[src/rtl/wb_pkg.sv]
// Writeback opcode table and entry type shared by every pipeline stage.
// decode_wb gives the {sel, we, rd} decode for the default 32-bit instruction word.
package wb_pkg;

    localparam int WB_DW = 32;
    localparam int WB_IW = 32;
    localparam int WB_RW = 5;

    localparam logic [3:0] OP_LW    = 4'h1;
    localparam logic [3:0] OP_LI    = 4'h2;
    localparam logic [3:0] OP_ADDU  = 4'h3;
    localparam logic [3:0] OP_ADDIU = 4'h4;
    localparam logic [3:0] OP_SLL   = 4'h5;
    localparam logic [3:0] OP_MUL   = 4'h6;
    localparam logic [3:0] OP_MULI  = 4'h7;
    localparam logic [3:0] OP_SW    = 4'h8;

    typedef struct packed {
        logic             valid;
        logic [WB_DW-1:0] mem;
        logic [WB_DW-1:0] alu;
        logic             sel;
        logic             we;
        logic [WB_RW-1:0] rd;
    } wb_entry_t;

    function automatic logic op_writes(input logic [3:0] op);
        case (op)
            OP_LW, OP_LI, OP_ADDU, OP_ADDIU, OP_SLL, OP_MUL, OP_MULI: return 1'b1;
            default:                                                  return 1'b0;
        endcase
    endfunction

    // Payload fields stay zero; the stage fills them in at capture.
    function automatic wb_entry_t decode_wb(input logic [WB_IW-1:0] ir);
        wb_entry_t e;
        e       = '0;
        e.sel   = (ir[WB_IW-1 -: 4] != OP_LW);
        e.we    = op_writes(ir[WB_IW-1 -: 4]);
        e.rd    = e.we ? ir[WB_IW-5 -: WB_RW] : '1;
        return e;
    endfunction

endpackage

[src/rtl/wb_decode.sv]
// Combinational opcode -> {sel, we, rd} writeback decoder.
// Unknown opcodes become non-writing ALU ops.
module wb_decode
    import wb_pkg::*;
#(
    parameter int IW = 32,
    parameter int RW = 5
) (
    input  logic [IW-1:0] ir,
    output logic          sel,
    output logic          we,
    output logic [RW-1:0] rd
);

    logic [3:0] op;
    logic       unused_ir;

    assign op        = ir[IW-1 -: 4];
    assign unused_ir = ^ir[IW-5-RW:0];

    assign sel = (op != OP_LW);
    assign we  = op_writes(op);
    assign rd  = we ? ir[IW-5 -: RW] : '1;

endmodule

[src/rtl/mem_wb_skid_stage.sv]
// MEM->WB stage: head register H plus skid register S forming a 2-deep FIFO.
// in_ready depends only on registered state, so WB backpressure never reaches MEM combinationally.
module mem_wb_skid_stage
    import wb_pkg::*;
#(
    parameter int DW = 32,
    parameter int IW = 32,
    parameter int RW = 5
) (
    input  logic          clk_i,
    input  logic          rst_n_i,
    input  logic          flush_i,
    input  logic          in_valid_i,
    output logic          in_ready_o,
    input  logic [DW-1:0] mem_data_i,
    input  logic [DW-1:0] alu_data_i,
    input  logic [IW-1:0] ir_i,
    output logic          out_valid_o,
    input  logic          out_ready_i,
    output logic [DW-1:0] mem_data_o,
    output logic [DW-1:0] alu_data_o,
    output logic          wb_sel_o,
    output logic          reg_we_o,
    output logic [RW-1:0] reg_num_o,
    output logic [DW-1:0] wb_data_o,
    output logic [1:0]    occ_o
);

    typedef struct packed {
        logic [DW-1:0] mem;
        logic [DW-1:0] alu;
        logic          sel;
        logic          we;
        logic [RW-1:0] rd;
    } pay_t;

    logic          dec_sel;
    logic          dec_we;
    logic [RW-1:0] dec_rd;
    pay_t          in_pay;

    logic vld_h_p1;
    logic vld_s_p1;
    pay_t pay_h_p1;
    pay_t pay_s_p1;

    logic accept;
    logic pop;

    wb_decode #(
        .IW (IW),
        .RW (RW)
    ) u_decode (
        .ir  (ir_i),
        .sel (dec_sel),
        .we  (dec_we),
        .rd  (dec_rd)
    );

    assign in_pay = '{mem: mem_data_i, alu: alu_data_i, sel: dec_sel, we: dec_we, rd: dec_rd};

    assign in_ready_o = !vld_s_p1;
    assign accept     = in_valid_i && in_ready_o;
    assign pop        = vld_h_p1 && out_ready_i;

    // ---- capture stage: occupancy control (S valid implies H valid) ----
    always_ff @(posedge clk_i or negedge rst_n_i) begin
        if (!rst_n_i) begin
            vld_h_p1 <= 1'b0;
            vld_s_p1 <= 1'b0;
        end else if (flush_i) begin
            vld_h_p1 <= 1'b0;
            vld_s_p1 <= 1'b0;
        end else if (vld_s_p1) begin
            vld_h_p1 <= 1'b1;
            vld_s_p1 <= !pop;
        end else begin
            vld_h_p1 <= accept || (vld_h_p1 && !pop);
            vld_s_p1 <= accept && vld_h_p1 && !pop;
        end
    end

    // Payload is unqualified storage; stale contents are masked by the valid bits.
    always_ff @(posedge clk_i) begin
        if (vld_s_p1) begin
            if (pop) pay_h_p1 <= pay_s_p1;
        end else if (accept) begin
            if (!vld_h_p1 || pop) pay_h_p1 <= in_pay;
            else                  pay_s_p1 <= in_pay;
        end
    end

    // ---- output stage: head entry, forced to reset values when empty ----
    assign out_valid_o = vld_h_p1;
    assign mem_data_o  = vld_h_p1 ? pay_h_p1.mem : '0;
    assign alu_data_o  = vld_h_p1 ? pay_h_p1.alu : '0;
    assign wb_sel_o    = vld_h_p1 ? pay_h_p1.sel : 1'b1;
    assign reg_we_o    = vld_h_p1 && pay_h_p1.we;
    assign reg_num_o   = vld_h_p1 ? pay_h_p1.rd : '1;
    assign wb_data_o   = !vld_h_p1     ? '0 :
                         pay_h_p1.sel  ? pay_h_p1.alu : pay_h_p1.mem;
    assign occ_o       = {1'b0, vld_h_p1} + {1'b0, vld_s_p1};

endmodule

[config.mk]
export PLATFORM = sky130hd
export DESIGN_NAME = mem_wb_skid_stage
export DESIGN_NICKNAME = d
export VERILOG_FILES = /design/src/rtl/wb_pkg.sv /design/src/rtl/wb_decode.sv /design/src/rtl/mem_wb_skid_stage.sv
export SDC_FILE = /design/constraint.sdc
export NUM_CORES = 1
export LEC_CHECK = 0
export ABC_AREA = 0
export CAP_MARGIN = 20
export CORE_UTILIZATION = 40
export DETAILED_ROUTE_END_ITERATION = 12
export GPL_TIMING_DRIVEN = 0
export HOLD_SLACK_MARGIN = 0.06
export PLACE_DENSITY = 0.72
export SYNTH_ARGS = -nofsm -noshare
export SYNTH_HDL_FRONTEND = slang
export SYNTH_HIERARCHICAL = 1
export SYNTH_SLANG_ARGS = --single-unit
[constraint.sdc]
create_clock -name clk_i -period 12.2 [get_ports clk_i]
set_input_delay 1.83 -clock clk_i [delete_from_list [all_inputs] [get_ports clk_i]]
set_output_delay 1.83 -clock clk_i [all_outputs]
set_load 0.1 [all_outputs]
==> flow_summary.html <==
<table>
<tr><th>Metric</th><th>Value</th></tr>
<tr><th colspan="2">Final layout</th></tr>
<tr><td>Area used by sequential logic in the layout</td><td>4314 sq um</td></tr>
<tr><td>Antenna diode instance count</td><td>0</td></tr>
<tr><td>Multi-input gate area in the final layout</td><td>2082 sq um</td></tr>
<tr><td>Area Overhead vs Synth</td><td>43.99%</td></tr>
<tr><td>Post-layout instance count excluding filler cells</td><td>829</td></tr>
<tr><td>Layout Nets</td><td>approximately 700</td></tr>
<tr><td>Layout cell share with drive strength beyond 1</td><td>between 20 and 25%</td></tr>
<tr><td>Final core utilization</td><td>59.19%</td></tr>
<tr><td>Number of filler instances in the final layout</td><td>1246</td></tr>
<tr><td>Non-Filler Cell Area, Final</td><td>9437 sq um</td></tr>
<tr><th colspan="2">Detailed routing</th></tr>
<tr><td>ANT nets after route</td><td>0</td></tr>
<tr><td>DR top layer</td><td>met5</td></tr>
<tr><td>Total wire length after detailed routing</td><td>14620 um</td></tr>
<tr><td>Metal1 wirelength</td><td>6052 um</td></tr>
<tr><td>Met2 wire length</td><td>7513 um</td></tr>
<tr><td>First-pass DRT Iterations</td><td>5</td></tr>
<tr><td>Mean routed wirelength per cell</td><td>about 18 um</td></tr>
<tr><td>Number of remaining DRC errors</td><td>0</td></tr>
<tr><td>Met3 WL post-DR</td><td>793 um</td></tr>
<tr><td>Vias</td><td>3884</td></tr>
<tr><td>Vias per Instance</td><td>4.685</td></tr>
<tr><td>Starting DRC count in detailed routing</td><td>about 170</td></tr>
<tr><th colspan="2">Logic synthesis</th></tr>
<tr><td>Post-synthesis cell count</td><td>roughly 390</td></tr>
<tr><td>Nets in the synthesized netlist</td><td>494</td></tr>
<tr><td>Adder and majority gate portion of the synthesized area</td><td>0.1909%</td></tr>
<tr><td>Sequential-to-total area share from yosys stat</td><td>about two thirds</td></tr>
<tr><td>Synthesized flop and latch total</td><td>approximately 140</td></tr>
<tr><td>Xor and xnor area share after synthesis</td><td>0%</td></tr>
<tr><td>Mean post-synth cell area</td><td>16.72 sq um</td></tr>
<tr><td>Top FF cell, synth</td><td>sky130_fd_sc_hd__edfxtp_1</td></tr>
<tr><td>Post-synthesis mux area share</td><td>between 10% and 20%</td></tr>
<tr><td>Async S/R FF share, synth</td><td>1.389%</td></tr>
<tr><td>Cell Area, Synth</td><td>6554 sq um</td></tr>
<tr><td>Dominant combinational cell family by area after synthesis</td><td>multiplexers</td></tr>
<tr><td>Synthesized-area fraction occupied by and/or/nand/nor cells</td><td>11.28%</td></tr>
<tr><td>Yosys warns</td><td>6</td></tr>
<tr><td>Post-synth EDFFs</td><td>between 100 and 150</td></tr>
<tr><td>Synth Area in Compound Gates</td><td>less than 1%</td></tr>
<tr><td>Number of unique standard cell types used by synthesis</td><td>22</td></tr>
<tr><th colspan="2">Worst hold path</th></tr>
<tr><td>Number of cells traversed by the worst hold path</td><td>1</td></tr>
<tr><td>Worst min-delay path category</td><td>reg2reg</td></tr>
<tr><th colspan="2">Clock network</th></tr>
<tr><td>Clock tree from TritonCTS</td><td>yes</td></tr>
<tr><td>CTS hold repair buffers</td><td>0</td></tr>
<tr><td># Post-CTS Setup Buffers</td><td>0</td></tr>
<tr><td>Number of sinks on the clock net</td><td>144</td></tr>
<tr><td>Post-CTS sizing</td><td>0</td></tr>
<tr><td>Latest clock arrival within the worst-skew pair</td><td>420 ps</td></tr>
<tr><td>Cts bufs inserted</td><td>17</td></tr>
<tr><td>Number of buffers between clock root and the deepest sink</td><td>2</td></tr>
<tr><td>Depth of the CTS H-tree</td><td>4</td></tr>
<tr><td>Root buffer selected by CTS</td><td>sky130_fd_sc_hd__clkbuf_16</td></tr>
<tr><td>Clock input transition at the sequential cells of the worst setup and hold paths</td><td>60 ps</td></tr>
<tr><th colspan="2">Pwr</th></tr>
<tr><td>Gate power share</td><td>23.4%</td></tr>
<tr><td>Lkg Pwr</td><td>roughly 3.5 nW</td></tr>
<tr><td>Power density of the placed cells</td><td>around 160 nW/um^2</td></tr>
<tr><td>Worst supply voltage drop on vdd</td><td>0.09063 mV</td></tr>
<tr><td>Part of the total power dissipated in sequential elements</td><td>39.3%</td></tr>
<tr><td>Switching part of the total</td><td>30.05%</td></tr>
<tr><td>Internal power component</td><td>0.001055 W</td></tr>
<tr><td>Clock network fraction of design power</td><td>37.4%</td></tr>
<tr><td>Power spent charging and discharging nets</td><td>0.0004531 W</td></tr>
<tr><th colspan="2">Timing</th></tr>
<tr><td>Post-route clock skew</td><td>6.626 ps</td></tr>
<tr><td>Worst hold slack after final layout</td><td>about 550 ps</td></tr>
<tr><td>Fin crit period</td><td>between 4000 and 5000 ps</td></tr>
<tr><td>Sum of negative setup slack</td><td>0 ps</td></tr>
<tr><td>Fmax</td><td>between 0.2 and 0.25 GHz</td></tr>
<tr><td>Total count of max-transition violations in the final report</td><td>0</td></tr>
<tr><td>Worst relative slew slack</td><td>between 20% and 30%</td></tr>
<tr><td>Measured slew at the worst slew-check pin</td><td>1054 ps</td></tr>
<tr><td>Setup repair after global routing missed its margin</td><td>false</td></tr>
<tr><td>Final Hold Fails</td><td>0</td></tr>
<tr><td>Part of the cycle the worst path needs</td><td>38.36%</td></tr>
<tr><td>Final setup violation count</td><td>0</td></tr>
<tr><th colspan="2">Placement</th></tr>
<tr><td>Inst Count DP</td><td>797</td></tr>
<tr><td>Routability-driven placement congestion ratio</td><td>0.7723</td></tr>
<tr><td>Count of input and output buffers</td><td>184</td></tr>
<tr><td>Detailed-placement wirelength estimate</td><td>10640 um</td></tr>
<tr><td>Placed standard-cell area</td><td>8795 sq um</td></tr>
<tr><th colspan="2">Floorplan</th></tr>
<tr><td>Floorplan row count</td><td>46</td></tr>
<tr><td>Die height</td><td>130 um</td></tr>
<tr><td>Core region area</td><td>roughly 16000 sq um</td></tr>
<tr><td>Effective utilization at floorplan</td><td>41.11%</td></tr>
<tr><td>Die Wd</td><td>approximately 130 um</td></tr>
<tr><td>Total Die Area</td><td>about 17000 sq um</td></tr>
<tr><td>IO Count</td><td>208</td></tr>
<tr><th colspan="2">Worst setup path</th></tr>
<tr><td>Kind of end point of the critical path</td><td>output pin</td></tr>
<tr><td>R2r worst-path depth</td><td>6</td></tr>
<tr><td>Maximum fanout along the worst path</td><td>11</td></tr>
<tr><td>Series of cell instances along the critical path</td><td>buf_6, buf_2, and2_1, clkdlybuf4s50_1</td></tr>
<tr><td>Cell with the largest stage delay on the worst path</td><td>sky130_fd_sc_hd__clkdlybuf4s50_1</td></tr>
<tr><td>Type of element launching the critical path</td><td>flop</td></tr>
<tr><td>Peak per-stage delay on the critical path</td><td>1180 ps</td></tr>
<tr><td>Critical path depth in cells</td><td>4</td></tr>
<tr><td>CP delay by family, top</td><td>buffers and inverters</td></tr>
<tr><td>Data arrival time of the critical path</td><td>2850 ps</td></tr>
<tr><td>Required time at the worst-slack endpoint</td><td>approximately 10000 ps</td></tr>
<tr><td>Setup Crit Path Kind</td><td>reg2out</td></tr>
<tr><td>Critical path buffer and inverter count</td><td>3</td></tr>
<tr><th colspan="2">Run</th></tr>
<tr><td>Max-cap violations</td><td>0</td></tr>
<tr><th colspan="2">GRT</th></tr>
<tr><td>Leftover overflow at the end of global routing</td><td>0</td></tr>
<tr><td>Global-route wire length before repair</td><td>22190 um</td></tr>
<tr><td>Overall routing resource usage</td><td>about 18%</td></tr>
<tr><td>Number of antenna violations at the first check in global routing</td><td>1</td></tr>
<tr><td>Largest net degree at the start of global routing</td><td>37</td></tr>
<tr><td>Number of global-route vias before repair</td><td>slightly above 4000</td></tr>
<tr><th colspan="2">Run status</th></tr>
<tr><td>Outcome</td><td>finished clean</td></tr>
</table>
## power groups by stage
stage / Combinational (W) / Sequential (W) / Clock, W
detailed placement: 0.000354 / 0.000603 / 0
finish: 0.000352 / 0.000592 / 0.000563
global placement: 0.000341 / 0.000605 / 0
global route: 0.000367 / 0.000596 / 0.000595
CTS: 0.000355 / 0.000592 / 0.000575
floorplan: 0.000251 / 0.000602 / 0
## logic make-up after synthesis
family | count (synthesis)
compound gates | 3
fa+ha+maj | 1
buf+inv | 24
flops | 144
mux | 103
simple gates | 117
## registers in the layout, indices dropped and copies added, names as in the netlist
name / flops
vld_s_p1: 1
out_valid_o: 1
pay_h_p1: 71
pay_s_p1: 71
## layout by cell type (no fill, tap or decap), types with 2 or more instances in the layout
cell | netlist | layout
sky130_fd_sc_hd__buf_4 | 3 | 3
sky130_fd_sc_hd__a21oi_1 | 2 | 2
sky130_fd_sc_hd__nor2_1 | 2 | 2
sky130_fd_sc_hd__clkbuf_1 | 6 | 6
sky130_fd_sc_hd__mux2_2 | 24 | 24
sky130_fd_sc_hd__bufinv_16 | 0 | 5
sky130_fd_sc_hd__buf_16 | 0 | 3
sky130_fd_sc_hd__clkdlybuf4s50_1 | 0 | 184
sky130_fd_sc_hd__dfrtp_1 | 2 | 2
sky130_fd_sc_hd__mux2i_1 | 32 | 32
sky130_fd_sc_hd__clkbuf_16 | 0 | 17
sky130_fd_sc_hd__nand2b_1 | 7 | 7
sky130_fd_sc_hd__mux2_4 | 47 | 47
sky130_fd_sc_hd__and2_1 | 65 | 65
sky130_fd_sc_hd__buf_2 | 6 | 6
sky130_fd_sc_hd__clkinv_2 | 0 | 3
sky130_fd_sc_hd__edfxtp_1 | 142 | 142
sky130_fd_sc_hd__buf_6 | 8 | 8
sky130_fd_sc_hd__or3_2 | 5 | 5
sky130_fd_sc_hd__clkinvlp_4 | 0 | 4
sky130_fd_sc_hd__nor2b_1 | 34 | 34
## worst paths after layout
| kind | to | slack [ps] | start |
|---|---|---|---|
| worst max register to register | pay_h_p1[39] | 9830 | vld_s_p1 |
| min in group asynchronous | vld_s_p1 | 1570 | rst_n_i |
| worst min-delay path | pay_h_p1[49] | 550 | pay_s_p1[49] |
| worst max-delay path | alu_data_o[31] | 7520 | out_valid_o |
| max in group asynchronous | out_valid_o | 10510 | rst_n_i |
| worst min register to register | pay_h_p1[49] | 550 | pay_s_p1[49] |
## stage by stage
stage | worst slack, ps | total power, W
floorplan | 7071 | 0.0008531
global placement | 5290 | 0.0009461
detailed placement | 7899 | 0.0009570
CTS | 7442 | 0.001523
global route | 7322 | 0.001557
finish | 7520 | 0.001508
## final cells by class
class,instances,share of cell area [%]
multi-input combinational,224,22.06
sequential,144,45.72
tap,216,2.864
clock buffer,17,4.508
buffer,23,1.750
inverter,1,0.03978
clock inverter,15,2.294
timing repair buffer,189,20.76
## worst register-to-register path, cell delays in order (launching register included)
cell                      delay, ps
sky130_fd_sc_hd__dfrtp_1        480
sky130_fd_sc_hd__buf_6          210
sky130_fd_sc_hd__buf_6          190
sky130_fd_sc_hd__nor2_1         110
sky130_fd_sc_hd__nor3_4         680
sky130_fd_sc_hd__buf_16         240
sky130_fd_sc_hd__buf_8          170
## layer usage
metal / vias to the layer above / track usage, %
met3: 17 / 5.330
met4: 2 / 6.703
li1: 1857 / -
met2: 123 / 31.46
met1: 1885 / 21.34
met5: - / 0
## cell usage after synthesis, drive strengths merged (2+ instances only)
master	number	area [sq um]
nor2b	34	212.7
mux2i	32	320.3
nor3	2	15.01
nand2b	7	43.79
and2	65	406.6
or3	5	37.54
dfrtp	2	50.05
mux2	71	975.9
a21oi	2	10.01
buf	17	142.6
edfxtp	142	4264
clkbuf	6	22.52
nor2	2	7.510
(Power assumes the default switching activity.)
==> edit, RTL diff (config.mk and constraints unchanged) <==
Reset style: synchronous (`rst_n_i`), changed in one clocked block.
--- a/src/rtl/mem_wb_skid_stage.sv
+++ b/src/rtl/mem_wb_skid_stage.sv
@@ -65,5 +65,5 @@
 
     // ---- capture stage: occupancy control (S valid implies H valid) ----
-    always_ff @(posedge clk_i or negedge rst_n_i) begin
+    always_ff @(posedge clk_i) begin
         if (!rst_n_i) begin
             vld_h_p1 <= 1'b0;
Function: differs if rst_n_i is asserted again (counterexample within 4 cycles, from zero or initial values and one cycle with rst_n_i low); with rst_n_i held inactive, the same outputs for 4 cycles.
==> edit against the original RTL <==
Sequential cell count unchanged. Critical path depth unchanged. Synthesized cell count grew 0.26%. Register-to-register slack better by 330 ps. Setup slack improved by 22 ps. Wire length fell by 0.44%. Total power decreased by 14%. Largest power group unchanged. Synthesized area is essentially flat. Global-route usage is 0.087 points higher. Combinational power fell by 44%. Die area hardly changed. Via count increased by 0.72%. Cell area fell by 0.32%. Critical endpoint unchanged. Clock power is 7.5% lower.
==> edit: results <==
[detailed_routing]
first_iter_violations = 169
drt-vias-per-instance = 4.71
m1WireLength_um = 6110
firstDrtPassIters = 4
met3_length_um = 734

[synth]
synth_compound_area_share_pct = 0.344
async_flop_share_pct = 0
netlist_area_um2 = 6550
synth.avg_cell_area_um2 = 16.7
synth_area_leaders = "edfxtp_1, mux2_4, and2_1, mux2i_1, mux2_2"

[worst_setup_path]
cpPeakStageDelay_ps = 1140
arrival_ps = 2830

[power_and_ir_drop]
pwr-share-clk_pct = 40.3
p_sw_uw = 330
p_comb_share_pct = 15.2
total_leakage_power_uw = 0.00345
ir_worst_vdd_mv = 0.0896

[global_routing]
grt_start_max_net_pins = 48
met2_usage_pct = 32.0
gr-usage-met3_pct = 5.86
use_met1_pct = 20.8
grtUsageTotal_pct = 18.2
grt_antenna_before_repair = 0
grt_pass1_wl_um = 22100
first_global_vias = 4146

[cells_and_area]
layout-drive-gt1-share_pct = 21.3
fin_cells = 830
final_nets = 703

[outcome]
outcome = "complete, no violations"
-- edit: cell count changes after synthesis --
cell / before / now
dfrtp_1: 2 / 0
dfxtp_1: 0 / 2
nand2b_1: 7 / 8
-- edit: worst paths after layout --
check | startpoint | end | slack (ps) | cells after the start
worst max-delay path | out_valid_o$_SDFF_PP0_ | alu_data_o[31] | 7540 | 4
worst min-delay path | pay_s_p1[59]$_DFFE_PP_ | pay_h_p1[59]$_DFFE_PP_ | 550 | 1
worst max register to register | out_valid_o$_SDFF_PP0_ | pay_s_p1[34]$_DFFE_PP_ | 10160 | 3
worst min register to register | pay_s_p1[59]$_DFFE_PP_ | pay_h_p1[59]$_DFFE_PP_ | 550 | 1
-- edit: area by class of cell --
type                       count  area (um2)  share of cell area [%]
sequential                   144        4300                    45.8
multi-input combinational    225        2090                    22.2
timing repair buffer         189        1980                    21.0
clock buffer                  19         433                    4.60
tap                          216         270                    2.87
buffer                        23         165                    1.76
clock inverter                13         163                    1.73
inverter                       1        3.75                  0.0399
